$ cat src/rtl/button_conditioner.sv
// -----------------------------------------------------------------------------
// button_conditioner
//
// Turns the three raw, active-low board push buttons into clean, single-cycle,
// active-high command pulses for the game controller. Each pin is
// synchronised, inverted to pressed = 1, and debounced. The logic buttons emit
// a pulse on an accepted press, provided the other logic button is not held.
// The activity button is timed by a small FSM. A short press yields `activity`
// on release. A long hold yields `activity_reset` once, and nothing on release.
//
// Parameters
//   DEBOUNCE_CYCLES   : consecutive disagreeing cycles needed to accept a level
//   LONG_PRESS_CYCLES : debounced hold time that turns a press into a reset
//
// Ports
//   CLOCK_50        in  : sole clock
//   reset           in  : asynchronous, active-high
//   logic_0_button  in  : raw pin, low = pressed, asynchronous to CLOCK_50
//   logic_1_button  in  : raw pin, low = pressed
//   activity_button in  : raw pin, low = pressed
//   logic0          out : one-cycle pulse on an accepted logic-0 press
//   logic1          out : one-cycle pulse on an accepted logic-1 press
//   activity        out : one-cycle pulse on release after a short press
//   activity_reset  out : one-cycle pulse when a hold reaches LONG_PRESS_CYCLES
//   held[2:0]       out : debounced pressed levels {activity, logic1, logic0}
// -----------------------------------------------------------------------------
module button_conditioner #(
  parameter int DEBOUNCE_CYCLES   = 1000000,
  parameter int LONG_PRESS_CYCLES = 100000000
) (
  input  logic       CLOCK_50,
  input  logic       reset,
  input  logic       logic_0_button,
  input  logic       logic_1_button,
  input  logic       activity_button,
  output logic       logic0,
  output logic       logic1,
  output logic       activity,
  output logic       activity_reset,
  output logic [2:0] held
);

  localparam int DCW = $clog2(DEBOUNCE_CYCLES + 1);
  localparam int HCW = $clog2(LONG_PRESS_CYCLES + 1);

  localparam logic [DCW-1:0] DEB_MAX   = DCW'(DEBOUNCE_CYCLES);
  localparam logic [HCW-1:0] HOLD_MAX  = HCW'(LONG_PRESS_CYCLES);
  localparam logic [HCW-1:0] HOLD_LAST = HCW'(LONG_PRESS_CYCLES - 1);

  // Bit positions inside the per-button vectors.
  localparam int BTN_L0  = 0;
  localparam int BTN_L1  = 1;
  localparam int BTN_ACT = 2;

  // Activity FSM encoding.
  localparam logic [1:0] ST_IDLE = 2'd0;
  localparam logic [1:0] ST_HOLD = 2'd1;
  localparam logic [1:0] ST_LONG = 2'd2;

  // ---------------------------------------------------------------------------
  // State
  // ---------------------------------------------------------------------------
  logic [2:0]           raw_n;
  logic [2:0]           pressed;

  logic [2:0]           sync1_q,      sync1_d;
  logic [2:0]           sync2_q,      sync2_d;
  logic [2:0]           stable_q,     stable_d;
  logic [2:0]           stable_dly_q, stable_dly_d;
  logic [2:0]           armed_q,      armed_d;
  logic [2:0][DCW-1:0]  deb_cnt_q,    deb_cnt_d;

  logic [2:0]           rise;
  logic                 act_fall;

  logic [1:0]           state_q,      state_d;
  logic [HCW-1:0]       hold_cnt_q,   hold_cnt_d;

  logic                 logic0_q,         logic0_d;
  logic                 logic1_q,         logic1_d;
  logic                 activity_q,       activity_d;
  logic                 activity_reset_q, activity_reset_d;

  assign raw_n = {activity_button, logic_1_button, logic_0_button};

  // The synchroniser holds the raw (active-low) level. Inversion happens on
  // its output. A cleared synchroniser therefore reads as "pressed". That is
  // harmless because arming also requires a released synchronised level.
  assign pressed = ~sync2_q;

  // ---------------------------------------------------------------------------
  // Synchroniser, debouncer and arming
  // ---------------------------------------------------------------------------
  always_comb begin
    sync1_d   = raw_n;
    sync2_d   = sync1_q;
    stable_d  = stable_q;
    deb_cnt_d = deb_cnt_q;
    armed_d   = armed_q;

    for (int i = 0; i < 3; i++) begin
      // Any cycle that agrees with the accepted level restarts the count. A
      // level is accepted only after the count has sat at DEB_MAX with the
      // disagreement still present. Glitches shorter than that are dropped.
      if (pressed[i] == stable_q[i]) begin
        deb_cnt_d[i] = '0;
      end else if (deb_cnt_q[i] == DEB_MAX) begin
        stable_d[i]  = pressed[i];
        deb_cnt_d[i] = '0;
      end else begin
        deb_cnt_d[i] = deb_cnt_q[i] + 1'b1;
      end

      // A button arms only once it is seen released, both debounced and at
      // the synchroniser. A button held through reset stays disarmed until
      // it is let go.
      armed_d[i] = armed_q[i] | (~stable_q[i] & ~pressed[i]);
    end
  end

  // ---------------------------------------------------------------------------
  // Edge detection and logic-button pulses
  // ---------------------------------------------------------------------------
  always_comb begin
    stable_dly_d = stable_q;

    rise     = stable_q & ~stable_dly_q & armed_q;
    act_fall = ~stable_q[BTN_ACT] & stable_dly_q[BTN_ACT];

    // Checking the other button's level also suppresses same-cycle presses.
    // Both levels are already 1 when the rising edges are seen.
    logic0_d = rise[BTN_L0] & ~stable_q[BTN_L1];
    logic1_d = rise[BTN_L1] & ~stable_q[BTN_L0];
  end

  // ---------------------------------------------------------------------------
  // Activity FSM: short press -> activity on release, long hold -> reset
  // ---------------------------------------------------------------------------
  always_comb begin
    state_d          = state_q;
    hold_cnt_d       = hold_cnt_q;
    activity_d       = 1'b0;
    activity_reset_d = 1'b0;

    case (state_q)
      ST_IDLE: begin
        if (rise[BTN_ACT]) begin
          state_d    = ST_HOLD;
          hold_cnt_d = '0;
        end
      end

      ST_HOLD: begin
        // Saturating count, never wraps even if the hold lasts forever.
        if (hold_cnt_q != HOLD_MAX) begin
          hold_cnt_d = hold_cnt_q + 1'b1;
        end
        // The threshold is tested ahead of the release, so a release seen on
        // the very cycle the count reaches the limit still counts as long.
        if (hold_cnt_q == HOLD_LAST) begin
          activity_reset_d = 1'b1;
          state_d          = ST_LONG;
        end else if (act_fall) begin
          activity_d = 1'b1;
          state_d    = ST_IDLE;
        end
      end

      ST_LONG: begin
        if (act_fall) begin
          state_d = ST_IDLE;
        end
      end

      default: begin
        state_d = ST_IDLE;
      end
    endcase
  end

  // ---------------------------------------------------------------------------
  // Registers
  // ---------------------------------------------------------------------------
  always_ff @(posedge CLOCK_50 or posedge reset) begin
    if (reset) begin
      sync1_q          <= '0;
      sync2_q          <= '0;
      stable_q         <= '0;
      stable_dly_q     <= '0;
      armed_q          <= '0;
      deb_cnt_q        <= '0;
      state_q          <= ST_IDLE;
      hold_cnt_q       <= '0;
      logic0_q         <= 1'b0;
      logic1_q         <= 1'b0;
      activity_q       <= 1'b0;
      activity_reset_q <= 1'b0;
    end else begin
      sync1_q          <= sync1_d;
      sync2_q          <= sync2_d;
      stable_q         <= stable_d;
      stable_dly_q     <= stable_dly_d;
      armed_q          <= armed_d;
      deb_cnt_q        <= deb_cnt_d;
      state_q          <= state_d;
      hold_cnt_q       <= hold_cnt_d;
      logic0_q         <= logic0_d;
      logic1_q         <= logic1_d;
      activity_q       <= activity_d;
      activity_reset_q <= activity_reset_d;
    end
  end

  assign logic0         = logic0_q;
  assign logic1         = logic1_q;
  assign activity       = activity_q;
  assign activity_reset = activity_reset_q;
  assign held           = stable_q;

endmodule
$ cat config.mk
export PLATFORM = sky130hd
export DESIGN_NAME = button_conditioner
export DESIGN_NICKNAME = d
export VERILOG_FILES = /design/src/rtl/button_conditioner.sv
export SDC_FILE = /design/constraint.sdc
export NUM_CORES = 1
export LEC_CHECK = 0
export CORE_ASPECT_RATIO = 0.5
export CORE_MARGIN = 3
export CORE_UTILIZATION = 59
export DETAILED_ROUTE_END_ITERATION = 10
export PLACE_DENSITY = 0.76
export SYNTH_ARGS = -nofsm -noshare
export SYNTH_HDL_FRONTEND = slang
export SYNTH_SLANG_ARGS = --single-unit
$ cat constraint.sdc
create_clock -name CLOCK_50 -period 4.39 [get_ports CLOCK_50]
set_clock_uncertainty 0.1 [all_clocks]
set_input_delay 0.878 -clock CLOCK_50 [delete_from_list [all_inputs] [get_ports CLOCK_50]]
set_output_delay 0.878 -clock CLOCK_50 [all_outputs]
set_load 0.02 [all_outputs]
==> impl_metrics.toml <==
[global_routing]
grt_pass1_vias = 3781
grt_max_degree = 64
grt_usage_pct = 21.7
grt_pass1_wl_mm = 17.8
grt_antenna_before_repair = 0
grt_overflow = 0

[die]
ios = 12
coreArea_sq_mm = 0.00832
die_h_um = 72.7
dieWidth_um = 139
die_area_sq_mm = 0.0101
placementRows = 23
initial_core_util_pct = 63.1

[worst_setup_path]
r2r_cells = 7
path_delay_family = "simple AND/OR/NAND/NOR gates"
cp_slowest_cell = "or4_1"
endpoint_kind = "flop"
cp_common_cell = "o21ai_0"
path_cells = "inv_1 > ha_1 > or4bb_1 > or4_1 > o21ai_2 > o21ai_0 > o21ai_0"
slowest_delay_ns = 0.54
worstPathArrival_ns = 2.78
reg2reg_to = "hold_cnt_q[17]"
reg2reg_slack_ns = 1.77
crit_buf_inv = 1
path_max_fanout = 12
path_class = "reg2reg"
crit_required_ns = 4.55
start_kind = "flop"
timing.rr.start = "hold_cnt_q[0]"

[finish]
syn_to_final_growth_pct = 9.73
drive_above_1_share_pct = 6.69
fill_cells = 649
final_util_pct = 69.2
final_nets = 564
final_common_cell = "dfrtp_1"
final_cell_mix = "dfrtp_1, nor2_1, nand2_1"
diodes = 0

[clocking]
cts.reportedPaths.clkPinSlew_ns = 0.07
clockBufferDepth = 2
h-tree-depth = 3
cts_buffers = 9
cts_setup_buffers = 0
clock_latency_ns = 0.35
root_buffer = "clkbuf_16"
cts.sinks = 108
ctsHoldBuffers = 0
cts_tree = "yes"
ctsResizeCount = 0

[run_status]
outcome = "completed"

[placement]
hpwl_mm = 6.69
numPortBuffers = 11
gp_congestion = 0.874

[pwr]
seqPwrFrac_pct = 53.7
peakVddDrop_v = 0.000204
power_frac_comb_pct = 2.8
power_frac_clock_pct = 43.5
power.switching_uw = 405
powerDensity_mw_per_mm2 = 328
switching_share_pct = 21.5
p_int_mw = 1.48
p_leak_nw = 2.44

[routing]
drtIter0Drc = 295
wire_per_inst_um = 15.2
viasPerCell = 5.83
drt_first_pass_iters = 4
drcViolationCount = 0
wl_mm = 10.1
ant_nets = 0
vias = 3874

[sta]
fmaxAchievable_mhz = 381
drv_slew = 0
tightest_slew_ns = 0.911
grt_setup_unrepaired = "no"
relSlewSlack_pct = 39.0
setup_tns_ns = 0
hold_viol = 0
finalSetupViolations = 0
finalCritPeriodShare_pct = 59.8
min_period_ns = 2.62

[synth]
synth-seq-area-share_pct = 51.5
synth_area_leaders = "dfrtp_1, nor2_1, xor2_1, xnor2_1, nand3_1"
ys_ff_latch = 108
synth.cell_area_sq_mm = 0.00525
synth_top_area_cell = "dfrtp_1"
syn-instance-count = 538
ys_warn_count = 0
synth_fp_nets = 554
synth_cell_types = 41
avgSynthCellArea_sq_um = 9.76
synth_top_area_share_pct = 51.5

[min_path]
hold_start = "sync1_q[2]"
min_path_cells = 0
hold_end = "sync2_q[2]"
hold_path_class = "reg2reg"

[flow_run]
max-cap-violations = 0
==> cells by family after synthesis <==
kind of cell             after synthesis  synth area share, %
XOR/XNOR                              58                 9.68
AND/OR/NAND/NOR                      261                 25.5
flip-flops                           108                 51.5
multiplexers                           3                0.572
buffers and inverters                 37                 2.84
AO/OA/AOI/OAI                         60                 7.27
adder cells (fa/ha/maj)               11                 2.62
==> power by group through the flow <==
stage / Combinational (mW) / Sequential [mW] / Clock [mW]
global route: 0.0629 / 1.01 / 0.886
CTS: 0.0552 / 1.01 / 0.842
global placement: 0.0535 / 1.03 / 0
finish: 0.0524 / 1.01 / 0.821
floorplan: 0.0388 / 1.03 / 0
detailed placement: 0.0549 / 1.03 / 0
==> cells in the mapped netlist (all sizes together) <==
cell,instances
nand2b,7
nor4bb,1
o31ai,2
a21boi,1
nand4bb,2
inv,22
a211oi,1
buf,3
or2,5
nor4,11
nand4,24
nand3b,3
xor2,35
ha,11
a21o,1
clkbuf,12
nor3b,2
or3,2
a31o,1
or4bb,1
o21ai,24
and3,13
nor3,9
mux2i,3
nor4b,5
and2,4
nand2,39
nand3,32
dfrtp,108
and4,6
xnor2,23
nand4b,1
or4,6
a31oi,22
nor2,88
a21oi,8
==> state kept, by name, summed over array words and instances, names as in the netlist, 2 cells and up <==
name and cells:
sync2_q 3, stable_dly_q 3, held 3, hold_cnt_q 27
deb_cnt_q 60, state_q 2, armed_q 3, sync1_q 3
==> per-layer routing <==
layer	global-route usage, %	share of wire, %	vias to the layer above
li1	-	-	1895
met1	28.7	48	1919
met2	36.6	47	49
met3	4.97	3.6	11
met4	6.72	0.93	0
met5	0	0	-
==> final cells by class <==
class	instances	area [sq um]	area share, %
timing repair buffer	14	133	2.30
tap	112	140	2.43
inverter	22	85.1	1.48
multi-input combinational	393	2400	41.6
clock inverter	4	55.1	0.956
clock buffer	12	246	4.28
sequential	108	2700	46.9
==> how the worst max path moves through the flow <==
stage,startpoint,to,slack (ns),cells after the start
finish,hold_cnt_q[0],hold_cnt_q[17],1.77,7
global route,hold_cnt_q[0],hold_cnt_q[17],1.62,7
CTS,hold_cnt_q[0],hold_cnt_q[17],1.76,7
detailed placement,hold_cnt_q[0],hold_cnt_q[19],1.79,7
global placement,hold_cnt_q[8],hold_cnt_q[19],1.85,5
floorplan,reset,activity,0.57,1
==> worst register-to-register path, delay by kind of cell (launching register included) <==
kind / cells / cell delay [ns]
fa+ha+maj: 1 / 0.14
flops: 1 / 0.41
compound gates: 3 / 0.83
buf+inv: 1 / 0.12
simple gates: 2 / 0.94
==> through the flow <==
stage          area (sq um)  hold WS [ns]  total power, mW  cells  setup WS (ns)
2_1_floorplan          5250         0.231             1.07    538          0.566
3_3_place_gp           5460         0.232             1.09    649           1.85
3_5_place_dp           5460         0.240             1.09    649           1.79
4_1_cts                5760         0.255             1.91    665           1.76
5_1_grt                5760         0.259             1.96    665           1.62
6_report               5760         0.254             1.89    665           1.77
Power figures use the tool's default switching activity.
